### config.mk
export PLATFORM = sky130hd
export DESIGN_NAME = serial_mag_comp_ctrl
export DESIGN_NICKNAME = d
export VERILOG_FILES = /design/src/rtl/serial_mag_comp_ctrl_pkg.sv /design/src/rtl/serial_mag_comp_ctrl_comp_1bit_nand.sv /design/src/rtl/serial_mag_comp_ctrl.sv
export SDC_FILE = /design/constraint.sdc
export NUM_CORES = 1
export LEC_CHECK = 0
export ABC_AREA = 1
export CORE_MARGIN = 5
export CORE_UTILIZATION = 45
export DETAILED_ROUTE_END_ITERATION = 10
export PLACE_DENSITY = 0.74
export SKIP_LAST_GASP = 1
export SYNTH_ARGS = -nofsm -noshare
export SYNTH_HDL_FRONTEND = slang
export SYNTH_HIERARCHICAL = 1
export SYNTH_SLANG_ARGS = --single-unit
export TNS_END_PERCENT = 100
### constraint.sdc
create_clock -name clk -period 1.68 [get_ports clk]
set_clock_uncertainty 0.05 [all_clocks]
set_input_delay 0.336 -clock clk [delete_from_list [all_inputs] [get_ports clk]]
set_output_delay 0.336 -clock clk [all_outputs]
set_load 0.1 [all_outputs]
### src/rtl/serial_mag_comp_ctrl_pkg.sv
// Shared definitions for the bit-serial magnitude comparator controller.
// Holds the FSM state encoding and the helper that sizes the bit-index
// and diff_idx fields from the operand width.
package serial_mag_comp_ctrl_pkg;

    typedef enum logic [1:0] {
        S_IDLE = 2'd0,
        S_CMP  = 2'd1,
        S_DONE = 2'd2
    } state_t;

    // Width of a field that can hold any bit index 0..width-1.
    // Never less than 1, so a zero-width vector cannot be declared.
    function automatic int idx_width(input int width);
        if (width <= 2) begin
            return 1;
        end
        return $clog2(width);
    endfunction

endpackage

### src/rtl/serial_mag_comp_ctrl_comp_1bit_nand.sv
// comp_1bit_nand: 1-bit magnitude comparator cell built only from 2-input
// NAND terms. Purely combinational.
//   a, b : input bits
//   l    : a < b  (a=0, b=1)
//   e    : a == b
//   g    : a > b  (a=1, b=0)
// Exactly one of l/e/g is high for any input pair.
module comp_1bit_nand (
    input  logic a,
    input  logic b,
    output logic l,
    output logic e,
    output logic g
);

    logic n_ab;
    logic n_gt;
    logic n_lt;
    logic n_eq;

    // n_ab = ~(a & b)
    assign n_ab = ~(a & b);
    // n_gt = ~(a & ~b), n_lt = ~(b & ~a): the shared n_ab term supplies the inversion
    assign n_gt = ~(a & n_ab);
    assign n_lt = ~(b & n_ab);
    // Equal when neither strict relation holds: e = n_gt & n_lt
    assign n_eq = ~(n_gt & n_lt);

    // NAND wired as an inverter for each output
    assign g = ~(n_gt & n_gt);
    assign l = ~(n_lt & n_lt);
    assign e = ~(n_eq & n_eq);

endmodule

### src/rtl/serial_mag_comp_ctrl.sv
// serial_mag_comp_ctrl: bit-serial unsigned magnitude comparator controller.
// Captures a and b on an accepted start and walks them MSB-first through a
// single comp_1bit_nand cell, one bit per clock, stopping at the first
// unequal bit or after the LSB. Trades latency (1..WIDTH cycles) for area
// against a full-width parallel comparator.
//
// Ports
//   clk       rising-edge clock
//   rst_n     synchronous active-low reset
//   start     compare request, sampled only in IDLE or DONE
//   a, b      operands, sampled on the accepting edge only
//   busy      high while comparing
//   done      one-cycle pulse, result valid
//   lt/eq/gt  registered result, held until the next accepted start
//   diff_idx  index of the deciding bit, 0 when equal
//
// state  | meaning
// -------+-----------------------------------------------------------
// IDLE   | waiting for start, last result held
// CMP    | stepping bit idx through the cell, busy=1, lt/eq/gt=0
// DONE   | single cycle with done=1; start here chains a new compare
module serial_mag_comp_ctrl
    import serial_mag_comp_ctrl_pkg::*;
#(
    parameter  int WIDTH = 8,
    localparam int IDX_W = idx_width(WIDTH)
) (
    input  logic             clk,
    input  logic             rst_n,
    input  logic             start,
    input  logic [WIDTH-1:0] a,
    input  logic [WIDTH-1:0] b,
    output logic             busy,
    output logic             done,
    output logic             lt,
    output logic             eq,
    output logic             gt,
    output logic [IDX_W-1:0] diff_idx
);

    localparam logic [IDX_W-1:0] IDX_MSB = IDX_W'(WIDTH - 1);

    state_t           state_q;
    state_t           state_d;

    logic [WIDTH-1:0] a_q;
    logic [WIDTH-1:0] b_q;
    logic [IDX_W-1:0] idx_q;

    logic [WIDTH-1:0] a_d;
    logic [WIDTH-1:0] b_d;
    logic [IDX_W-1:0] idx_d;
    logic             busy_d;
    logic             done_d;
    logic             lt_d;
    logic             eq_d;
    logic             gt_d;
    logic [IDX_W-1:0] diff_idx_d;

    logic             cell_l;
    logic             cell_e;
    logic             cell_g;
    logic             idx_zero;
    logic             accept;

    comp_1bit_nand u_cell (
        .a (a_q[idx_q]),
        .b (b_q[idx_q]),
        .l (cell_l),
        .e (cell_e),
        .g (cell_g)
    );

    assign idx_zero = (idx_q == '0);
    assign accept   = start && ((state_q == S_IDLE) || (state_q == S_DONE));

    // State and datapath registers
    always_ff @(posedge clk) begin
        if (!rst_n) begin
            state_q  <= S_IDLE;
            a_q      <= '0;
            b_q      <= '0;
            idx_q    <= '0;
            busy     <= 1'b0;
            done     <= 1'b0;
            lt       <= 1'b0;
            eq       <= 1'b0;
            gt       <= 1'b0;
            diff_idx <= '0;
        end else begin
            state_q  <= state_d;
            a_q      <= a_d;
            b_q      <= b_d;
            idx_q    <= idx_d;
            busy     <= busy_d;
            done     <= done_d;
            lt       <= lt_d;
            eq       <= eq_d;
            gt       <= gt_d;
            diff_idx <= diff_idx_d;
        end
    end

    // Next-state logic
    always_comb begin
        state_d = state_q;
        unique case (state_q)
            S_IDLE, S_DONE: begin
                state_d = start ? S_CMP : S_IDLE;
            end
            S_CMP: begin
                // A decided bit or the LSB ends the walk; idx never wraps.
                if (!cell_e || idx_zero) begin
                    state_d = S_DONE;
                end
            end
            default: begin
                state_d = S_IDLE;
            end
        endcase
    end

    // Next values of the registered outputs and datapath
    always_comb begin
        a_d        = a_q;
        b_d        = b_q;
        idx_d      = idx_q;
        lt_d       = lt;
        eq_d       = eq;
        gt_d       = gt;
        diff_idx_d = diff_idx;
        done_d     = 1'b0;
        busy_d     = (state_d == S_CMP);

        if (accept) begin
            a_d   = a;
            b_d   = b;
            idx_d = IDX_MSB;
            lt_d  = 1'b0;
            eq_d  = 1'b0;
            gt_d  = 1'b0;
        end else if (state_q == S_CMP) begin
            if (cell_g) begin
                gt_d       = 1'b1;
                diff_idx_d = idx_q;
                done_d     = 1'b1;
            end else if (cell_l) begin
                lt_d       = 1'b1;
                diff_idx_d = idx_q;
                done_d     = 1'b1;
            end else if (idx_zero) begin
                eq_d       = 1'b1;
                diff_idx_d = '0;
                done_d     = 1'b1;
            end else begin
                idx_d = idx_q - 1'b1;
            end
        end
    end

endmodule

==> reports/summary.txt, run 1 <==
Status - complete, but fails checks
Failing checks - negative setup slack
Vias/cell - 5.12
Row Count - 19
Area after DPL - 1720 um^2
Total GRT Usage - 14.7%
Avg Cell Area, Syn - 7.66 um^2
WP depth - 12
Comb pwr share - 39.3%
DP HPWL - 2070 um
Critical-path top delay cell - dfxtp_4
Routed WL - 2860 um
M3 GR Usage - 4.90%
Setup TNS Final - -622 ps
GPL Wtd Cong - 0.919
Int Power - 1.67 mW
Seq cells post-synth - 29
Num CTS Buffers - 5
Worst VDD drop - 1360 uV
Clock network power share - 27.9%
Depth of the most critical reg-to-reg path - 12
CTS tree - built
Final setup violation count - 7
Initial DRC count - 18
Final Instance Area - 1930 um^2
Vias in the first global route - 1,171
Worst R2R End - idx_q[1]$_SDFFE_PN0P_
R2R setup slack - -100 ps
Clk_lat worst skew - 330 ps
Clock transition at path regs - 100 ps
DR vias - 1,218
Leak pwr - 0.799 nW
Synthesized net count - 195
CTS Sinks - 29
Antenna cells - 0
Post-synthesis sequential area ratio - 44.1%
Worst Hold Class - reg2reg
Grt total ovfl - 0
Met1 usage - 15.7%
Netlist cell types - 22
Tmin final - 1780 ps
Max Freq - 561 MHz
CTS max path bufs - 2
Synthesized instance count - 172
Ratio of cells with drive above 1 in the final layout - 26.6%
Transition time of the tightest slew-check pin - 451 ps
Slew Limit Fails - 0
H-tree depth - 2
CP max stage delay - 370 ps
Pwr Density - 1330 nW/um^2
Sequential Power Share - 32.8%
Nets@finish - 229
Crit path launch type - flop
Die width - 64.1 um
Min Hold Slack - 411 ps
Hold_sp - b_q[3]$_SDFFE_PN0P_
CP Cell Sequence - buf_6 > o211ai_1 > nand2_1 > nand2_1 > nand2_2 > buf_6 > ha_4 > nor2_8 > nand3_4 > nand2_4 > nand2_2 > a21oi_2
Worst Setup EP - idx_q[1]$_SDFFE_PN0P_
I/O pins - 27
Initial core utilization - 47.4%
Rel. slew slack - 69.9%
# hold bufs at CTS - 0
Number of port buffers - 26
Crit Reg-Reg Startpoint - idx_q[0]$_SDFFE_PN0P_
Crit Path Max Fanout - 6
Crit share post-route - 106%
CP Class - reg2reg
CP required - 1890 ps
RSZ-0062 raised after global routing - true
P_sw - 0.887 mW
Initial antenna violation count - 0
Drt wl/cell - 12.0 um
Vert. Die Dim - 64.1 um
GRT Max-Usage Layer - met2
Ys Warns - 6
Synthesized cell area - 1320 um^2
Largest net degree at the start of global routing - 27
Sw Share - 34.7%
Largest delay contributor family on the critical path - simple AND/OR/NAND/NOR gates
First-pass GRT wire length - 4820 um
CP startpoint - idx_q[0]$_SDFFE_PN0P_
Drt first pass iters - 4
Root Driver - clkbuf_4
Final core utilization - 69.3%
Fin cells - 238
GR Util met2 - 25.9%
Critical path buffers and inverters - 2
Placed cells - 226
Worst setup EP type - flop
Synth-to-layout area growth - 46.3%
Max-Cap Viols - 0
Final Hold Viols - 0
Antenna Violating Nets Remaining - 0
Setup ws final - -103 ps
Die area - 4110 um^2
DRC violations left - 0
Core ar. - 2780 um^2
WP data arrival - 2000 ps
==> worst min-delay path, cell delays in order (launching register included) <==
cell and delay [ps]:
dfxtp_1 310, inv_1 60, a21oi_1 60
==> routing by layer <==
metal / wire length, um / up-vias / share of wire (%)
li1: - / 626 / -
met1: 1170 / 556 / 41
met2: 1460 / 30 / 51
met3: 185 / 6 / 6.5
met4: 40 / 0 / 1.4
met5: 0 / - / 0
==> registers in the layout, indices dropped and copies added, names as in the netlist <==
name      count
idx_q         3
lt            1
done          1
b_q           8
gt            1
busy          1
state_q       2
eq            1
a_q           8
diff_idx      3
==> cells by family after synthesis <==
group,Yosys count,synth area share [%]
buffers and inverters,37,11.7
flip-flops,29,44.1
AO/OA/AOI/OAI,46,18.4
adder cells (fa/ha/maj),4,3.80
AND/OR/NAND/NOR,56,22.0
==> final cells by class <==
class / count / area [um^2]
fillers: 218 / 853
multi-input cells: 106 / 666
flip-flops and latches: 29 / 586
repair buffers: 35 / 427
inverters: 29 / 109
clock inverters: 3 / 65.1
well taps: 31 / 38.8
clock buffers: 5 / 37.5
==> cell usage after synthesis (all sizes together) <==
master | n | area share (%)
a21oi | 19 | 7.2
inv | 29 | 8.3
nor2 | 4 | 2.9
nand3 | 13 | 5.9
nor3 | 1 | 0.76
o211ai | 4 | 2.3
ha | 4 | 3.8
nand4 | 1 | 0.48
o21ai | 21 | 8.0
dfxtp | 29 | 44
nand2 | 36 | 11
buf | 8 | 3.4
o22ai | 2 | 0.95
nand3b | 1 | 0.57
==> worst min path at each step <==
| stage | endpoint | slack [ps] | cells after the start |
|---|---|---|---|
| floorplan | b_q[3]$_SDFFE_PN0P_ | 380 | 2 |
| global placement | b_q[3]$_SDFFE_PN0P_ | 400 | 2 |
| detailed placement | a_q[5]$_SDFFE_PN0P_ | 400 | 2 |
| CTS | b_q[3]$_SDFFE_PN0P_ | 420 | 2 |
| global route | b_q[3]$_SDFFE_PN0P_ | 440 | 2 |
| finish | b_q[3]$_SDFFE_PN0P_ | 410 | 2 |
==> cell usage in the layout (no fill, tap or decap), types with 4 or more instances in the layout <==
cell and instances:
inv_1 25, nand3_1 12, clkdlybuf4s50_1 18, inv_2 4, nand2_1 27, dfxtp_1 27
a21oi_1 10, o211ai_1 4, o21ai_1 5, nand2_2 7, o21ai_0 16, buf_12 8
clkbuf_4 5, buf_6 5, buf_4 4, a21oi_2 9
==> metrics by stage <==
step	total power [mW]	setup slack, ps
after floorplan	1.48	3.01
after global placement	1.68	-53.1
after detailed placement	1.71	-107
after CTS	2.52	-67.4
after global routing	2.70	-227
final	2.56	-103
==> what timing repair did <==
action                     4_1_cts  5_1_grt
pin swaps                       14       11
setup buffers                    2        1
gates resized for setup         19       10
setup endpoints to repair        9        9
cloned                           1        0
==> power groups by stage <==
stage / registers (mW) / logic (mW) / clock network [mW]
global placement: 0.836 / 0.845 / 0
floorplan: 0.930 / 0.551 / 0
finish: 0.839 / 1.01 / 0.713
CTS: 0.836 / 0.956 / 0.726
detailed placement: 0.840 / 0.870 / 0
global route: 0.849 / 1.10 / 0.751
No activity file was read; power rests on OpenSTA's default activity.
==> run 2, diff against run 1 <==
- GPL_ROUTABILITY_DRIVEN: not set -> 0
==> results of run 2 <==
No change in the layout: final DEF, timing and power equal those of run 1.
